$ cat src/rtl/mac_array_sequencer.sv
// Phase controller for the systolic mac_array: clear, skewed load, skewed compute
// window and skewed drain wavefronts, followed by a one-cycle done pulse.
module mac_array_sequencer #(
  parameter int N_MACS = 4,
  parameter int LEN_W  = 8
) (
  input  logic              clk,
  input  logic              rst,
  input  logic              start,
  input  logic              abort,
  input  logic [LEN_W-1:0]  k_len,
  input  logic [N_MACS-1:0] active_mask,
  input  logic              clear_en,
  output logic [N_MACS-1:0] valid_ctrl_0,
  output logic [N_MACS-1:0] valid_ctrl_1,
  output logic [N_MACS-1:0] valid_ctrl_2,
  output logic [N_MACS-1:0] clear_ctrl,
  output logic              a_rd,
  output logic              busy,
  output logic              done
);

  typedef enum logic [2:0] {
    S_IDLE, S_CLEAR, S_LOAD, S_COMPUTE, S_DRAIN, S_DONE
  } state_t;

  localparam logic [LEN_W:0] LANES = (LEN_W+1)'(N_MACS);

  state_t             r_state;
  logic [LEN_W:0]     r_cnt;
  logic [LEN_W-1:0]   r_klen;
  logic [N_MACS-1:0]  r_mask;
  logic               r_clr;

  logic [LEN_W:0]     w_cntNext;
  logic [LEN_W:0]     w_klenExt;
  logic [LEN_W:0]     w_compLen;

  // One extra counter bit so k_len + N_MACS - 1 never wraps.
  assign w_cntNext = r_cnt + (LEN_W+1)'(1);
  assign w_klenExt = {1'b0, r_klen};
  assign w_compLen = w_klenExt + LANES - (LEN_W+1)'(1);

  always_ff @(posedge clk or negedge rst) begin
    if (!rst) begin
      r_state <= S_IDLE;
      r_cnt   <= '0;
      r_klen  <= '0;
      r_mask  <= '0;
      r_clr   <= 1'b0;
    end else if (abort && r_state != S_IDLE) begin
      r_state <= S_IDLE;
      r_cnt   <= '0;
    end else begin
      case (r_state)
        S_IDLE: begin
          r_cnt <= '0;
          if (start && !abort) begin
            r_klen  <= k_len;
            r_mask  <= active_mask;
            r_clr   <= clear_en;
            r_state <= clear_en ? S_CLEAR : S_LOAD;
          end
        end
        S_CLEAR: begin
          r_cnt   <= '0;
          r_state <= S_LOAD;
        end
        S_LOAD: begin
          if (w_cntNext == LANES) begin
            r_cnt   <= '0;
            r_state <= (r_klen != '0) ? S_COMPUTE : S_DRAIN;
          end else begin
            r_cnt <= w_cntNext;
          end
        end
        S_COMPUTE: begin
          if (w_cntNext == w_compLen) begin
            r_cnt   <= '0;
            r_state <= S_DRAIN;
          end else begin
            r_cnt <= w_cntNext;
          end
        end
        S_DRAIN: begin
          if (w_cntNext == LANES) begin
            r_cnt   <= '0;
            r_state <= S_DONE;
          end else begin
            r_cnt <= w_cntNext;
          end
        end
        S_DONE: begin
          r_cnt   <= '0;
          r_state <= S_IDLE;
        end
        default: begin
          r_cnt   <= '0;
          r_state <= S_IDLE;
        end
      endcase
    end
  end

  // Lane i of the compute window trails lane 0 by i cycles, matching array propagation.
  always_comb begin
    valid_ctrl_0 = '0;
    valid_ctrl_1 = '0;
    valid_ctrl_2 = '0;
    clear_ctrl   = '0;
    busy = (r_state == S_CLEAR) || (r_state == S_LOAD) ||
           (r_state == S_COMPUTE) || (r_state == S_DRAIN);
    done = (r_state == S_DONE);
    a_rd = (r_state == S_COMPUTE) && (r_cnt < w_klenExt);
    for (int i = 0; i < N_MACS; i++) begin
      clear_ctrl[i]   = (r_state == S_CLEAR) && r_mask[i];
      valid_ctrl_0[i] = (r_state == S_LOAD) && (r_cnt == (LEN_W+1)'(i)) && r_mask[i];
      valid_ctrl_1[i] = (r_state == S_COMPUTE) && (r_cnt >= (LEN_W+1)'(i)) &&
                        (r_cnt < w_klenExt + (LEN_W+1)'(i)) && r_mask[i];
      valid_ctrl_2[i] = (r_state == S_DRAIN) && (r_cnt == (LEN_W+1)'(i)) && r_mask[i];
    end
  end

endmodule

$ cat config.mk
export PLATFORM = sky130hd
export DESIGN_NAME = mac_array_sequencer
export DESIGN_NICKNAME = d
export VERILOG_FILES = /design/src/rtl/mac_array_sequencer.sv
export SDC_FILE = /design/constraint.sdc
export NUM_CORES = 1
export LEC_CHECK = 0
export ABC_AREA = 1
export BUFFER_PORTS_ARGS = -buffer_cell sky130_fd_sc_hd__clkbuf_2
export CAP_MARGIN = 40
export CORE_UTILIZATION = 35
export DETAILED_ROUTE_END_ITERATION = 8
export PLACE_DENSITY_LB_ADDON = 0.15
export SYNTH_ARGS = -nofsm -noshare
export SYNTH_HDL_FRONTEND = slang
export SYNTH_SLANG_ARGS = --single-unit
$ cat constraint.sdc
create_clock -name clk -period 2.7 [get_ports clk]
set_input_delay 0.135 -clock clk [delete_from_list [all_inputs] [get_ports clk]]
set_output_delay 0.135 -clock clk [all_outputs]
set_load 0.01 [all_outputs]
## Word level (Yosys, flattened, before mapping)

Index checks and enable logic that the tools add are counted.

- Reduce and logical (&&, ||, !) cells: 46
- Eq/ne operators: 14
- $lt $le $gt $ge: 8
- $add $sub $neg: 6
- Bitwise gates (word level): 1
- Muxes and demuxes: 12

Operator list:

| operator | number |
|---|---|
| logical AND 1 bit | 35 |
| less-than comparator 9 bit | 3 |
| two-way mux 9 bit | 3 |
| adder 8 x 2 -> 9 bit, second input constant | 2 |
| == test 9 x 2 -> 1 bit, second input constant | 2 |
| >= comparator 9 x 1 -> 1 bit, second input constant | 2 |
| >= comparator 9 x 2 -> 1 bit, second input constant | 2 |
| two-way mux 3 bit | 6 |
| case mux 9 bit (2 select lines) | 1 |
| case mux 3 bit (5 select lines) | 1 |
| != test 3 bit, second input constant | 4 |
| adder 8 x 1 -> 9 bit, second input constant | 1 |
| adder 8 x 3 -> 9 bit, second input constant | 1 |
| adder 9 x 1 -> 9 bit, second input constant | 1 |
| == test 9 x 1 -> 1 bit, second input constant | 1 |
| == test 9 x 3 -> 1 bit, second input constant | 1 |
| == test 9 bit | 1 |
| zero test 9 bit | 1 |
| less-than comparator 9 x 8 -> 1 bit | 1 |
| subtractor 9 x 1 -> 9 bit, second input constant | 1 |
| nonzero test 8 bit | 1 |
| == test 3 x 2 -> 1 bit, second input constant | 2 |
| == test 3 bit, second input constant | 2 |
| AND reduction 4 bit | 1 |
| other kinds (9) | 11 |

- Bits in registers: 24
- Input port bits: 17
- Word-level logic and storage cells: 91

## Depth between registers and ports, before layout

- Word-level depth: 6
- Mapped depth: 17
- Mapped depth without buffers: 16

## Least setup slack after synthesis

Ideal clock, no wire load.

- Path kind: register -> output
- From: register r_klen[1]
- To: output port valid_ctrl_1[3]
- Buffers on the path: 0
- Data arrival time: 1.920 ns
- Slack: 0.645 ns
- Stages on the path, launching flop included: 14
- Path through: dfrtp_1 -> inv_1 -> ha_1 -> inv_1 -> nand2_1 -> nand2_1 -> ha_1 -> a21oi_1 -> o21ai_0 -> nand2_1 -> nand2_1 -> a21o_1 -> a21oi_1 -> o211a_1

- Cells in the longest elaborated chain, start to end: 4

Ends and longest elaborated chain:

| element | RTL line | RTL |
|---|---|---|
| start: declaration | 31 | `logic [LEN_W-1:0] r_klen;` |
| start signal: assignment | 59 | `r_klen <= k_len;` |
| adder 8 x 2 -> 9 bit | 119 | `(r_cnt < w_klenExt + (LEN_W+1)'(i)) && r_mask[i];` |
| less-than comparator 9 bit | 119 |  |
| logical AND 1 bit | 118 | `valid_ctrl_1[i] = (r_state == S_COMPUTE) && (r_cnt >= (LEN_W+1)'(i)) &&` |
| logical AND 1 bit | 119 |  |
| end: declaration | 15 | `output logic [N_MACS-1:0] valid_ctrl_1,` |

No other way between the ends.

## Worst setup path after layout

- From: register r_klen[0]
- To: output port valid_ctrl_1[3]

The elaborated chain is that of the path after synthesis.

==> flow_summary_export.csv <==
group,metric,value,unit
hold_path,hp-class,"primary input to flip-flop",
routing,vias,2766,
cts,cts_tree,"done",
worst_setup_path,cp_slowest_cell,"dfrtp_2",
routing,wl_met2,3.57,mm
timing,fin_crit,2.52,ns
final_layout,num-fill-cells,807,
worst_setup_path,cpMostUsedCell,"nand2_1",
cts,cts_buffers,3,
timing,clock.fmax,397,MHz
cts,clk_pin_slew,0.09,ns
timing,final.period_utilization,93.4,%
worst_setup_path,path_cells,"inv_2 -> ha_4 -> inv_1 -> nand2_2 -> nand2_1 -> ha_1 -> a21oi_1 -> o21ai_0 -> nand2_1 -> nand2_1 -> a21o_1 -> a21oi_2 -> o211a_1 -> clkbuf_2",
final_layout,antenna_cells,0,
yosys,seq_area_frac_synth,21.9,%
worst_setup_path,critical_path.startpoint,"r_klen[0]$_DFFE_PN0P_",
routing,wire_per_inst,13.9,um
yosys,synth_area,2740,um^2
yosys,yosysWarnings,0,
placement,place_hpwl,6.43,mm
worst_setup_path,critical_path_arrival,2.39,ns
placement,postPlaceCellArea,3030,um^2
global_routing,antenna_found_initial,0,
routing,wl_met1,3.68,mm
worst_setup_path,worstSetupEndpointType,"output pin",
worst_setup_path,criticalPathCategory,"flip-flop to output pin",
timing,max_slew.worst_pin.slew,0.746,ns
worst_setup_path,path_max_fanout,5,
routing,drtPass1Iterations,6,
yosys,yosys_most_used_dff,"dfrtp_1",
cts,clockBufferDepth,2,
cts,cts.sinks,24,
floorplanning,die_x,90.5,um
yosys,synth_top_area_share,21.9,%
run_status,outcome,"complete, no violations",
worst_setup_path,crit_path_max_incr_delay,0.45,ns
final_layout,design_area,3140,um^2
flow_run,max-cap-violations,0,
timing,drv_slew,0,
routing,vias_per_cell,4.99,
routing,antenna_left,0,
pwr,peakVddDrop,0.000452,V
yosys,yosys_register_bits,24,
timing,rsz0062_at_grt,"false",
worst_setup_path,cp-start-kind,"flip-flop",
routing,route.detailed.drc,0,
floorplanning,rows,31,
routing,drtIter0Drc,135,
floorplanning,core-area,7410,um^2
final_layout,syn2layout_area_growth,14.5,%
pwr,power.density,933,nW/um^2
cts,htreeDepth,1,
timing,finClkSkew,0.000974,ns
yosys,synth_edf_count,0,
global_routing,grtUsageTotal,19.8,%
final_layout,drive_gt1_share,19.3,%
timing,setup_viol,0,
yosys,synthTopCellsByArea,"dfrtp_1 (22%), ha_1 (19%), nand2_1 (14%)",
yosys,synth_commonest_cells,"nand2_1 (101), nor2_1 (61), inv_1 (46), ha_1 (41), nand3_1 (35)",
final_layout,num-nets-final,515,
floorplanning,initial_core_util,37.0,%
worst_setup_path,required,2.57,ns
yosys,post-synth-top-count-cell,"nand2_1",
yosys,synth_cells,415,
worst_setup_path,r2r_start,"r_cnt[0]$_DFF_PN0_",
cts,insertion_delay,0.26,ns
pwr,p_leak,1.70,nW
timing,finalHoldViolations,0,
hold_path,min_from,"k_len[6]",
floorplanning,die_height,90.5,um
placement,place.gp.congestion,0.922,
global_routing,grt_overflow_total,0,
global_routing,grt_pass1_wl,12.9,mm
timing,maxSlewHeadroom,50.1,%
floorplanning,ioPinCount,36,
timing,tns,0,ns
global_routing,grt_max_degree,25,
global_routing,grt_pass1_vias,2637,
yosys,syn_nets,473,
yosys,synth_top_area_cell,"dfrtp_1",
routing,routed-wl-met3,370,um
yosys,avgSynthCellArea,6.61,um^2
placement,port-buffer-count,35,
yosys,async_flop_share,100,%
routing,totalWireLength,7.68,mm
floorplanning,fp.dieArea,8200,um^2
cts,cts.root.buffer_cell,"clkbuf_8",
yosys,ys_types,33,
routing,highest_layer,"met4",
[flip-flops by register name (all words and copies together), names as in the netlist]
| signal | cells |
|---|---|
| r_cnt | 9 |
| r_klen | 8 |
| r_mask | 4 |
| r_state | 3 |
[path summary, 6_finish.rpt]
kind                                          endpoint  slack [ns]  depth (start not counted)
min in group asynchronous        r_mask[0]$_DFFE_PN0P_        0.42                          2
worst max-delay path                   valid_ctrl_1[3]        0.18                         14
worst max register to register  r_state[0]$_DFFE_PN0P_        0.39                         14
worst min register to register      r_cnt[0]$_DFF_PN0_        0.58                          1
worst min-delay path             r_klen[6]$_DFFE_PN0P_        0.10                          3
max in group asynchronous        r_klen[1]$_DFFE_PN0P_        1.84                          2
[worst max-delay path: cells and delay by family, from the launching register on]
kind	cells	cell delay [ns]
fa+ha+maj	2	0.44
flops	1	0.45
compound gates	5	0.67
simple gates	4	0.26
buf+inv	3	0.31
[cell usage in the layout, fill, tap and decap left out, drive strengths merged]
cell type,n
nor2,69
inv,53
nor3,7
nand3b,1
a2111oi,1
ha,41
a21o,1
a21oi,25
a2111o,1
nand3,35
dlygate4sd3,1
xor2,8
a211oi,2
o21bai,2
nand2,113
nand4,7
a31oi,2
clkinv,2
o21ai,10
dfrtp,24
o311ai,1
buf,6
o21a,3
xnor2,1
clkbuf,38
o211a,1
[timing repair]
item                                   CTS  global route
endpoints found under the hold margin   24             0
resized for setup                        0            21
hold buffers                             1             0
setup endpoints to repair                0             3
setup buffers                            0             3
[where the power goes]
group          switching (mW)  leakage [nW]  internal [mW]  total, mW
logic                    1.33          1.39          0.747       2.08
clock network           0.116        0.0216         0.0999      0.216
registers               0.157         0.290          0.484      0.641
[area by class of cell]
type | count | area (um^2) | share of cell area (%)
Multi-Input combinational cell | 331 | 1930 | 61.3
Sequential cell | 24 | 609 | 19.4
Timing Repair Buffer | 42 | 230 | 7.32
Inverter | 55 | 211 | 6.73
Tap cell | 99 | 124 | 3.94
Clock buffer | 3 | 41.3 | 1.31
[logic make-up after synthesis]
group           share of synthesized area, %
compound gates                          10.4
xor+xnor                                2.87
fa+ha+maj                               18.7
buf+inv                                 8.89
flops                                   21.9
simple gates                            37.2
[through the flow]
step	total power, mW	worst slack, ns	hold WS (ns)	instances	utilization (%)
after global routing	3.28	0.0167	0.106	554	42.4
final	2.93	0.179	0.104	554	42.4
after floorplan	2.13	0.645	-0.161	415	-
after detailed placement	2.61	0.298	0.193	547	40.9
after global placement	2.58	0.356	0.190	547	40.9
after CTS	2.84	0.00473	0.107	551	41.6
[per-layer routing]
metal | global-route usage, % | up-vias
met5 | 0 | -
met4 | 2.69 | 0
met3 | 2.69 | 4
met2 | 33.2 | 69
met1 | 27.5 | 1263
li1 | - | 1430
(Power assumes the default switching activity.)
